## src/rtl/mesi_bus_controller.sv

```systemverilog
`default_nettype none
// ============================================================================
// Module      : mesi_bus_controller
// Description : Shared-bus responder for per-line MESI cache controllers.
//               Round-robin arbitrates BusRd/BusRdX/BusUpgr requests, issues
//               one snoop per transaction, gathers the shared (C) and Flush
//               responses of the other caches, and drives the memory fill or
//               write-back before signalling completion to the requester.
// Ports       : clk, rstb               clock, async active-low reset
//               req_i/cmd_i/addr_i      per-cache request, command, line address
//               c_i/flush_i             per-cache snoop responses
//               gnt_o/snoop_src_o       one-hot grant (SNOOP..DONE)
//               bus_rd_o/bus_rdx_o/bus_upgr_o/snoop_addr_o  snoop broadcast
//               shared_o/done_o         completion to the granted cache
//               mem_req_o/mem_we_o/mem_addr_o/mem_ack_i     memory port
// Revision    : 1.0 - initial release
// ============================================================================
module mesi_bus_controller #(
  parameter int NUM_CACHES = 4,
  parameter int ADDR_W     = 16
) (
  input  logic                         clk,
  input  logic                         rstb,
  input  logic [NUM_CACHES-1:0]        req_i,
  input  logic [2*NUM_CACHES-1:0]      cmd_i,
  input  logic [ADDR_W*NUM_CACHES-1:0] addr_i,
  input  logic [NUM_CACHES-1:0]        c_i,
  input  logic [NUM_CACHES-1:0]        flush_i,
  output logic [NUM_CACHES-1:0]        gnt_o,
  output logic                         bus_rd_o,
  output logic                         bus_rdx_o,
  output logic                         bus_upgr_o,
  output logic [ADDR_W-1:0]            snoop_addr_o,
  output logic [NUM_CACHES-1:0]        snoop_src_o,
  output logic                         shared_o,
  output logic                         done_o,
  output logic                         mem_req_o,
  output logic                         mem_we_o,
  output logic [ADDR_W-1:0]            mem_addr_o,
  input  logic                         mem_ack_i
);

  localparam int PTR_W = (NUM_CACHES > 1) ? $clog2(NUM_CACHES) : 1;

  localparam logic [1:0] c_CMD_RD   = 2'b01;
  localparam logic [1:0] c_CMD_RDX  = 2'b10;
  localparam logic [1:0] c_CMD_UPGR = 2'b11;

  typedef enum logic [1:0] {
    S_IDLE  = 2'd0,
    S_SNOOP = 2'd1,
    S_MEM   = 2'd2,
    S_DONE  = 2'd3
  } state_t;

  state_t                  r_state;
  state_t                  w_stateNext;
  logic [PTR_W-1:0]        r_ptr;
  logic [PTR_W-1:0]        r_gntIdx;
  logic [NUM_CACHES-1:0]   r_gnt;
  logic [1:0]              r_cmd;
  logic [ADDR_W-1:0]       r_addr;
  logic                    r_shared;
  logic                    r_flush;

  logic [NUM_CACHES-1:0]   w_elig;
  logic                    w_found;
  logic [PTR_W-1:0]        w_pickIdx;
  logic [NUM_CACHES-1:0]   w_pickGnt;
  logic [1:0]              w_pickCmd;
  logic [ADDR_W-1:0]       w_pickAddr;
  int                      w_cand;
  logic [PTR_W-1:0]        w_ptrNext;
  logic [ADDR_W-1:0]       w_addrOut;

  // A request carrying the "none" command is never eligible for a grant.
  for (genvar k = 0; k < NUM_CACHES; k++) begin : g_elig
    assign w_elig[k] = req_i[k] & (cmd_i[2*k +: 2] != 2'b00);
  end

  // Round-robin pick: scan from the pointer upwards, wrapping at NUM_CACHES.
  always_comb begin
    w_found    = 1'b0;
    w_pickIdx  = '0;
    w_pickGnt  = '0;
    w_pickCmd  = 2'b00;
    w_pickAddr = '0;
    w_cand     = 0;
    for (int i = 0; i < NUM_CACHES; i++) begin
      w_cand = int'(r_ptr) + i;
      if (w_cand >= NUM_CACHES) begin
        w_cand = w_cand - NUM_CACHES;
      end
      if (!w_found && w_elig[w_cand[PTR_W-1:0]]) begin
        w_found                          = 1'b1;
        w_pickIdx                        = w_cand[PTR_W-1:0];
        w_pickGnt[w_cand[PTR_W-1:0]]     = 1'b1;
        w_pickCmd                        = cmd_i[2*w_cand +: 2];
        w_pickAddr                       = addr_i[ADDR_W*w_cand +: ADDR_W];
      end
    end
  end

  assign w_ptrNext = (r_gntIdx == PTR_W'(NUM_CACHES-1)) ? '0 : r_gntIdx + PTR_W'(1);

  always_ff @(posedge clk or negedge rstb) begin
    if (!rstb) begin
      r_state <= S_IDLE;
    end else begin
      r_state <= w_stateNext;
    end
  end

  always_comb begin
    w_stateNext = r_state;
    case (r_state)
      S_IDLE:  if (w_found) w_stateNext = S_SNOOP;
      // An upgrade already holds valid data, so it never touches memory.
      S_SNOOP: w_stateNext = (r_cmd == c_CMD_UPGR) ? S_DONE : S_MEM;
      S_MEM:   if (mem_ack_i) w_stateNext = S_DONE;
      S_DONE:  w_stateNext = S_IDLE;
      default: w_stateNext = S_IDLE;
    endcase
  end

  always_ff @(posedge clk or negedge rstb) begin
    if (!rstb) begin
      r_ptr    <= '0;
      r_gntIdx <= '0;
      r_gnt    <= '0;
      r_cmd    <= 2'b00;
      r_addr   <= '0;
      r_shared <= 1'b0;
      r_flush  <= 1'b0;
    end else begin
      case (r_state)
        S_IDLE: begin
          if (w_found) begin
            r_gnt    <= w_pickGnt;
            r_gntIdx <= w_pickIdx;
            r_cmd    <= w_pickCmd;
            r_addr   <= w_pickAddr;
          end
        end
        S_SNOOP: begin
          // Caches answer combinationally during the snoop cycle; the
          // requester's own response bits are masked out.
          r_shared <= |(c_i & ~r_gnt);
          r_flush  <= |(flush_i & ~r_gnt);
        end
        S_DONE: begin
          r_gnt <= '0;
          r_ptr <= w_ptrNext;
        end
        default: ;
      endcase
    end
  end

  assign w_addrOut    = (r_state != S_IDLE) ? r_addr : '0;

  assign gnt_o        = r_gnt;
  assign snoop_src_o  = r_gnt;
  assign bus_rd_o     = (r_state == S_SNOOP) && (r_cmd == c_CMD_RD);
  assign bus_rdx_o    = (r_state == S_SNOOP) && (r_cmd == c_CMD_RDX);
  assign bus_upgr_o   = (r_state == S_SNOOP) && (r_cmd == c_CMD_UPGR);
  assign snoop_addr_o = w_addrOut;
  assign done_o       = (r_state == S_DONE);
  // Ownership requests never report sharing.
  assign shared_o     = (r_state == S_DONE) && (r_cmd == c_CMD_RD) && r_shared;
  assign mem_req_o    = (r_state == S_MEM);
  // With a flusher present the flushing cache supplies data; memory is only
  // updated by a write-back of that line.
  assign mem_we_o     = (r_state == S_MEM) && r_flush;
  assign mem_addr_o   = w_addrOut;

endmodule
`default_nettype wire
```

## config.mk

```make
export PLATFORM = sky130hd
export DESIGN_NAME = mesi_bus_controller
export DESIGN_NICKNAME = d
export VERILOG_FILES = /design/src/rtl/mesi_bus_controller.sv
export SDC_FILE = /design/constraint.sdc
export NUM_CORES = 1
export LEC_CHECK = 0
export BUFFER_PORTS_ARGS = -buffer_cell sky130_fd_sc_hd__buf_2
export CAP_MARGIN = 0
export CORE_MARGIN = 2
export CORE_UTILIZATION = 54
export CTS_BUF_LIST = sky130_fd_sc_hd__clkbuf_8
export DETAILED_ROUTE_END_ITERATION = 12
export HOLD_SLACK_MARGIN = 0.06
export PLACE_DENSITY_LB_ADDON = 0.12
export SETUP_SLACK_MARGIN = 0.02
export SLEW_MARGIN = 20
export SYNTH_ARGS = -nofsm -noshare
export SYNTH_HDL_FRONTEND = slang
export SYNTH_SLANG_ARGS = --single-unit
export TNS_END_PERCENT = 1
```

## constraint.sdc

```tcl
create_clock -name clk -period 4.4 [get_ports clk]
set_input_delay 0.66 -clock clk [delete_from_list [all_inputs] [get_ports clk]]
set_output_delay 0.66 -clock clk [all_outputs]
set_load 0.01 [all_outputs]
```

==> results of run 1 <==
==> worst max-delay path by stage <==
| stage | start | end | slack (ps) |
|---|---|---|---|
| 6_report | r_ptr[0] | r_addr[5] | 600 |
| 5_1_grt | r_ptr[0] | r_addr[5] | 290 |
| 4_1_cts | r_ptr[0] | r_addr[11] | 530 |
| 3_5_place_dp | r_ptr[0] | r_addr[11] | 540 |
| 3_3_place_gp | r_ptr[0] | r_addr[4] | 640 |
| 2_1_floorplan | r_ptr[1] | r_addr[0] | 1230 |
==> per-layer routing <==
layer	track usage	vias up	part of all wire
met1	0.440	2194	0.42
li1	-	2082	-
met5	0	-	0
met3	0.0482	25	0.10
met4	0.0918	0	0.017
met2	0.476	283	0.46
==> worst register-to-register path: cells and delay by family (launching register included) <==
kind                       cells  cell delay (ps)
AOI/OAI and AO/OA              5             1230
adders and majority gates      1              470
buffers and inverters          3             1150
DFF                            1              830
==> placed cells by master (no fill, tap or decap), types with 3 or more instances in the layout <==
| master | netlist | layout |
|---|---|---|
| clkbuf_8 | 0 | 6 |
| a21oi_1 | 27 | 26 |
| a22o_1 | 16 | 16 |
| o221ai_1 | 3 | 3 |
| mux4_2 | 38 | 38 |
| ha_1 | 12 | 12 |
| mux2i_1 | 36 | 36 |
| o21ai_1 | 5 | 5 |
| o22a_1 | 15 | 15 |
| nor2_1 | 32 | 31 |
| o21ai_0 | 22 | 22 |
| nand2_1 | 21 | 21 |
| buf_2 | 19 | 133 |
| a21o_1 | 3 | 3 |
| buf_4 | 24 | 8 |
| dfrtp_1 | 30 | 29 |
| o21a_1 | 4 | 4 |
| a31oi_1 | 8 | 8 |
| o2111ai_1 | 4 | 4 |
| a22oi_1 | 6 | 6 |
| nor2b_1 | 19 | 19 |
| nand2b_1 | 4 | 4 |
| o211ai_1 | 4 | 4 |
| a311oi_1 | 14 | 14 |
| o22ai_1 | 19 | 19 |
| a221oi_1 | 14 | 14 |
| nand3_1 | 14 | 14 |
| inv_1 | 24 | 25 |
| a221o_1 | 5 | 5 |
==> power groups by stage <==
stage          registers [mW]  logic [mW]  clock network (mW)
2_1_floorplan           0.482        2.38                   0
3_3_place_gp            0.571        2.83                   0
3_5_place_dp            0.578        2.88                   0
4_1_cts                 0.572        2.89               0.238
5_1_grt                 0.599        3.18               0.248
6_report                0.579        2.92               0.236
==> stage by stage <==
step	cell area, sq um	hold slack, ps	power, mW	instances
global route	5010	472	4.03	675
floorplan	4400	364	2.86	486
detailed placement	4920	490	3.46	667
global placement	4910	473	3.40	667
CTS	5010	440	3.70	675
finish	5010	414	3.74	675
==> cells by family after synthesis <==
kind of cell | after synthesis
mux | 76
buf+inv | 86
compound gates | 179
fa+ha+maj | 12
flops | 30
simple gates | 103
==> registers in the layout, indices dropped and copies added (netlist names) <==
| register | flops |
|---|---|
| r_ptr | 2 |
| gnt_o | 4 |
| r_state | 2 |
| r_gntIdx | 2 |
| r_addr | 16 |
| r_shared | 1 |
| r_flush | 1 |
| r_cmd | 2 |
==> layout make-up <==
type                       instances  area share
clock inverter                     2     0.00175
multi-input combinational        370       0.643
tap                              102      0.0255
inverter                          24      0.0180
sequential                        30       0.150
clock buffer                       6      0.0165
timing repair buffer             141       0.145
==> out/results.tsv, run 1 <==
metric	value	unit
DR pass1 iterations	5	
crit path max fanout	42	
max_cap viols	0	
Worst R2R Start	r_ptr[0]	
most frequent cell after synthesis	mux4_2	
dominant synthesized flop cell	dfrtp_1	
adder-cell area share of the yosys netlist	0.0341	
share of layout cells above drive strength 1	0.354	
slew at the pin with the worst max-slew slack	883	ps
routed wire length	13.6	mm
worst flop-to-flop path endpoint	r_addr[5]	
startpoint types	flop	
post-CTS sizing	0	
leading area contributor after synthesis	mux4_2	
slowest CP cell	dfrtp_4	
hpwl dp	9.63	mm
setup TNS	0	ps
remaining global-route overflow	0	
critical-path cell list	inv_1 > ha_1 > buf_4 > a221oi_4 > o21a_2 > a21oi_2 > buf_4 > o21ai_0 > o22a_1	
Max Clk Rate	0.263	GHz
Initial Utilization	0.564	
Critical path buffers and inverters	3	
Levels on crit path	9	
# diodes	0	
Synthesized Nets	585	
Area contributors post-synth	mux4_2 (19%), dfrtp_1 (17%), mux2i_1 (8.2%)	
Initial DRC Count	355	
Avg Inst Size Synth	9.06	sq um
footprint of the multi-input gates	3220	sq um
CTS tree	built	
part of the power in registers	0.155	
Worst EP required	4580	ps
outcome	finished, final reports clean	
WS Path Type	flop to flop	
antenna violations before repair	0	
total die area	8890	sq um
DRC	0	
Final #Nets	671	
simple-gate share of the synthesized area	0.113	
Synth Area in XOR/XNOR	0	
EDFF count, synth	0	
Compound-Gate Fraction of Synth Area	0.300	
max-slew violations	0	
R2R cell count	9	
Reg2Reg Setup Slack	600	ps
gr usage total	0.306	
final worst path period share	0.863	
Post-Place Worst Slack	537	ps
Core Region	7810	sq um
CP arrival	3980	ps
Setup Buffers After CTS	0	
via count	4584	
# IOs	134	
Peak VDD IR	0.403	mV
post-synthesis mux area share	0.281	
P per Cell Area	746	nW/um^2
fillers	709	
CP top delay family	compound AO/OA/AOI/OAI gates	
Pint	1.81	mW
DIE WIDTH	94.3	microns
Cell Area, Synth	4400	sq um
Seq/Total Area, Yosys	0.171	
first-pass GRT wire length	21.3	mm
Routed WL per cell	20.1	microns
die height	94.3	microns
Final WS setup	604	ps
Vias/cell	6.79	
Yosys reg bits	30	
CTS Sinks	30	
YS warnings	0	
Post-synth ARST share	1.00	
Yosys top cell area share	0.194	
clk_skew	2.51	ps
Worst-Skew Late Latency	290	ps
Worst Hold Class	primary input to asynchronous set/reset pin	
switching power	1.93	mW
Final min period	3800	ps
Final Core Density	0.642	
H-tree depth	2	
Final Hold Vio Count	0	
Max stage delay on crit path	830	ps
Antenna Nets Post-Route	0	
num rows	32	
leakage	2.10	nW
Slew headroom	0.411	
Inserted Clock Buffers	5	
IO buf count	133	
Post-CTS Hold Fix Bufs	0	
vias in the first global route	4102	
Syn Inst Count	486	
clk slew on worst S/H paths	70	ps
routability-driven placement congestion ratio	0.891	
Comb pwr share	0.782	
Clock Tree Buf Depth	2	
pin count of the biggest net entering global routing	50	
Root Buffer	clkbuf_8	
Switching Fraction	0.515	
main combinational cell family by area after synthesis	compound AO/OA/AOI/OAI gates	
Cell variety after synth	47	
Setup Viol. Count Final	0	
nature of the critical path endpoint	flop	
Layout area overhead	13.9	%
Clock power frac	0.063	
most frequent CP cell	buf_4	
storage element area	754	sq um
Synth top cells by count	mux4_2 (38), mux2i_1 (36), nor2_1 (32), dfrtp_1 (30), a21oi_1 (27)	
RSZ-0062 raised after global routing	no	
No activity file was read; power rests on OpenSTA's default activity.
==> run 2: changes to the inputs <==
Settings changed: CORE_ASPECT_RATIO set to 1.4, SKIP_CTS_REPAIR_TIMING set to 1, SKIP_LAST_GASP set to 1.
==> out/results.tsv, run 2 (synthesis results as in run 1) <==
metric	value	unit	change
outcome	finished, final reports clean		unchanged
leakage	2.11	nW	was 2.10 nW
DR pass1 iterations	5		unchanged
first-pass GRT wire length	20.6	mm	was 21.3 mm
Final Power	3.71	mW	was 3.74 mW
commonest cells after routing, fill and taps aside	buf_2 (133), mux4_2 (38), mux2i_1 (36)		unchanged
DRC	0		unchanged
fillers	732		was 709
vias in the first global route	4315		was 4102
Final min period	3280	ps	was 3800 ps
CP arrival	3490	ps	was 3980 ps
Critical path buffers and inverters	2		was 3
flip-flop count of the largest register after layout	16		unchanged
Worst Hold Class	primary input to asynchronous set/reset pin		unchanged
Slew headroom	0.384		was 0.411
via count	4608		was 4584
CTS tree	built		unchanged
P per Cell Area	738	nW/um^2	was 746 nW/um^2
WS Path Type	flop to flop		unchanged
routed wire length	13.0	mm	was 13.6 mm
worst hold slack	414	ps	about the same
Initial DRC Count	383		was 355
pin count of the biggest net entering global routing	53		was 50
Inserted Clock Buffers	5		unchanged
Initial Utilization	0.547		was 0.564
Worst EP required	4620	ps	was 4580 ps
clk slew on worst S/H paths	60	ps	was 70 ps
# IOs	134		unchanged
commonest non-fill, non-tap cell in the layout	buf_2		unchanged
routability-driven placement congestion ratio	0.928		was 0.891
H-tree depth	2		unchanged
startpoint types	flop		unchanged
slowest CP cell	o22ai_1		was dfrtp_4
Vias/cell	6.83		was 6.79
# diodes	0		unchanged
Root Buffer	clkbuf_8		unchanged
remaining global-route overflow	0		unchanged
antenna violations before repair	0		unchanged
Post-Place Worst Slack	1150	ps	was 537 ps
fin area	5030	sq um	was 5010 sq um
IO buf count	133		unchanged
Max stage delay on crit path	580	ps	was 830 ps
CTS Sinks	30		unchanged
crit path max fanout	17		was 42
critical-path cell list	inv_1 > ha_1 > buf_4 > nand2b_1 > o22ai_1 > o21ai_2 > a311oi_1 > o22a_1		was inv_1 > ha_1 > buf_4 > a221oi_4 > o21a_2 > a21oi_2 > buf_4 > o21ai_0 > o22a_1
Final Hold Vio Count	0		unchanged
final worst path period share	0.745		was 0.863
Peak VDD IR	0.397	mV	was 0.403 mV
gr usage total	0.291		was 0.306
Antenna Nets Post-Route	0		unchanged
Final #Nets	673		was 671
max_cap viols	0		unchanged
clk_skew	5.45	ps	was 2.51 ps
Area after DPL	4950	sq um	was 4920 sq um
nature of the critical path endpoint	flop		unchanged
Setup Viol. Count Final	0		unchanged
slew at the pin with the worst max-slew slack	924	ps	was 883 ps
setup TNS	0	ps	unchanged
die height	111	microns	was 94.3 microns
DIE WIDTH	80.3	microns	was 94.3 microns
Clock Tree Buf Depth	2		unchanged
CP top delay family	compound AO/OA/AOI/OAI gates		unchanged
max-slew violations	0		unchanged
Layout area overhead	14.3	%	was 13.9%
share of layout cells above drive strength 1	0.354		unchanged
Routed WL per cell	19.2	microns	was 20.1 microns
Worst-Skew Late Latency	280	ps	was 290 ps
Top reg by flops	r_addr		unchanged
hpwl dp	9.34	mm	was 9.63 mm
Max Clk Rate	0.305	GHz	was 0.263 GHz
total die area	8900	sq um	was 8890 sq um
num rows	39		was 32
Final WS setup	1120	ps	was 604 ps
RSZ-0062 raised after global routing	no		unchanged
Core Region	8050	sq um	was 7810 sq um
==> run 2: stage by stage <==
stage               utilization  instances
floorplan                     -        486
global placement          0.614        669
detailed placement        0.614        669
CTS                       0.625        675
global route              0.625        675
finish                    0.625        675
==> run 2: power by group <==
part / leakage (nW) / total, mW / switching [mW] / internal [mW]
Clock: 0.0431 / 0.216 / 0.0954 / 0.120
Sequential: 0.344 / 0.517 / 0.100 / 0.417
Combinational: 1.72 / 2.98 / 1.69 / 1.29
==> run 2: worst paths after layout <==
path	from	end	slack, ps	depth (start not counted)
worst min-delay path	rstb	r_flush	410	1
worst min register to register	r_addr[0]	r_addr[0]	500	1
min in group clk	r_addr[0]	r_addr[0]	500	1
max in group asynchronous	rstb	r_ptr[0]	3480	1
worst max-delay path	r_ptr[0]	r_addr[12]	1120	8
worst max register to register	r_ptr[0]	r_addr[12]	1120	8
==> run 2: cell type report <==
| class | count | area, sq um | area share |
|---|---|---|---|
| well taps | 102 | 128 | 0.0254 |
| repair buffers | 143 | 753 | 0.150 |
| multi-input cells | 370 | 3220 | 0.641 |
| inverters | 24 | 90.1 | 0.0179 |
| flip-flops and latches | 30 | 754 | 0.150 |
| clock buffers | 6 | 82.6 | 0.0164 |
==> run 2: layer usage <==
metal / vias to the layer above / global-route usage / share of wire
li1: 2089 / - / -
met1: 2218 / 0.384 / 0.41
met2: 268 / 0.486 / 0.49
met3: 33 / 0.0415 / 0.079
met4: 0 / 0.0983 / 0.022
met5: - / 0 / 0
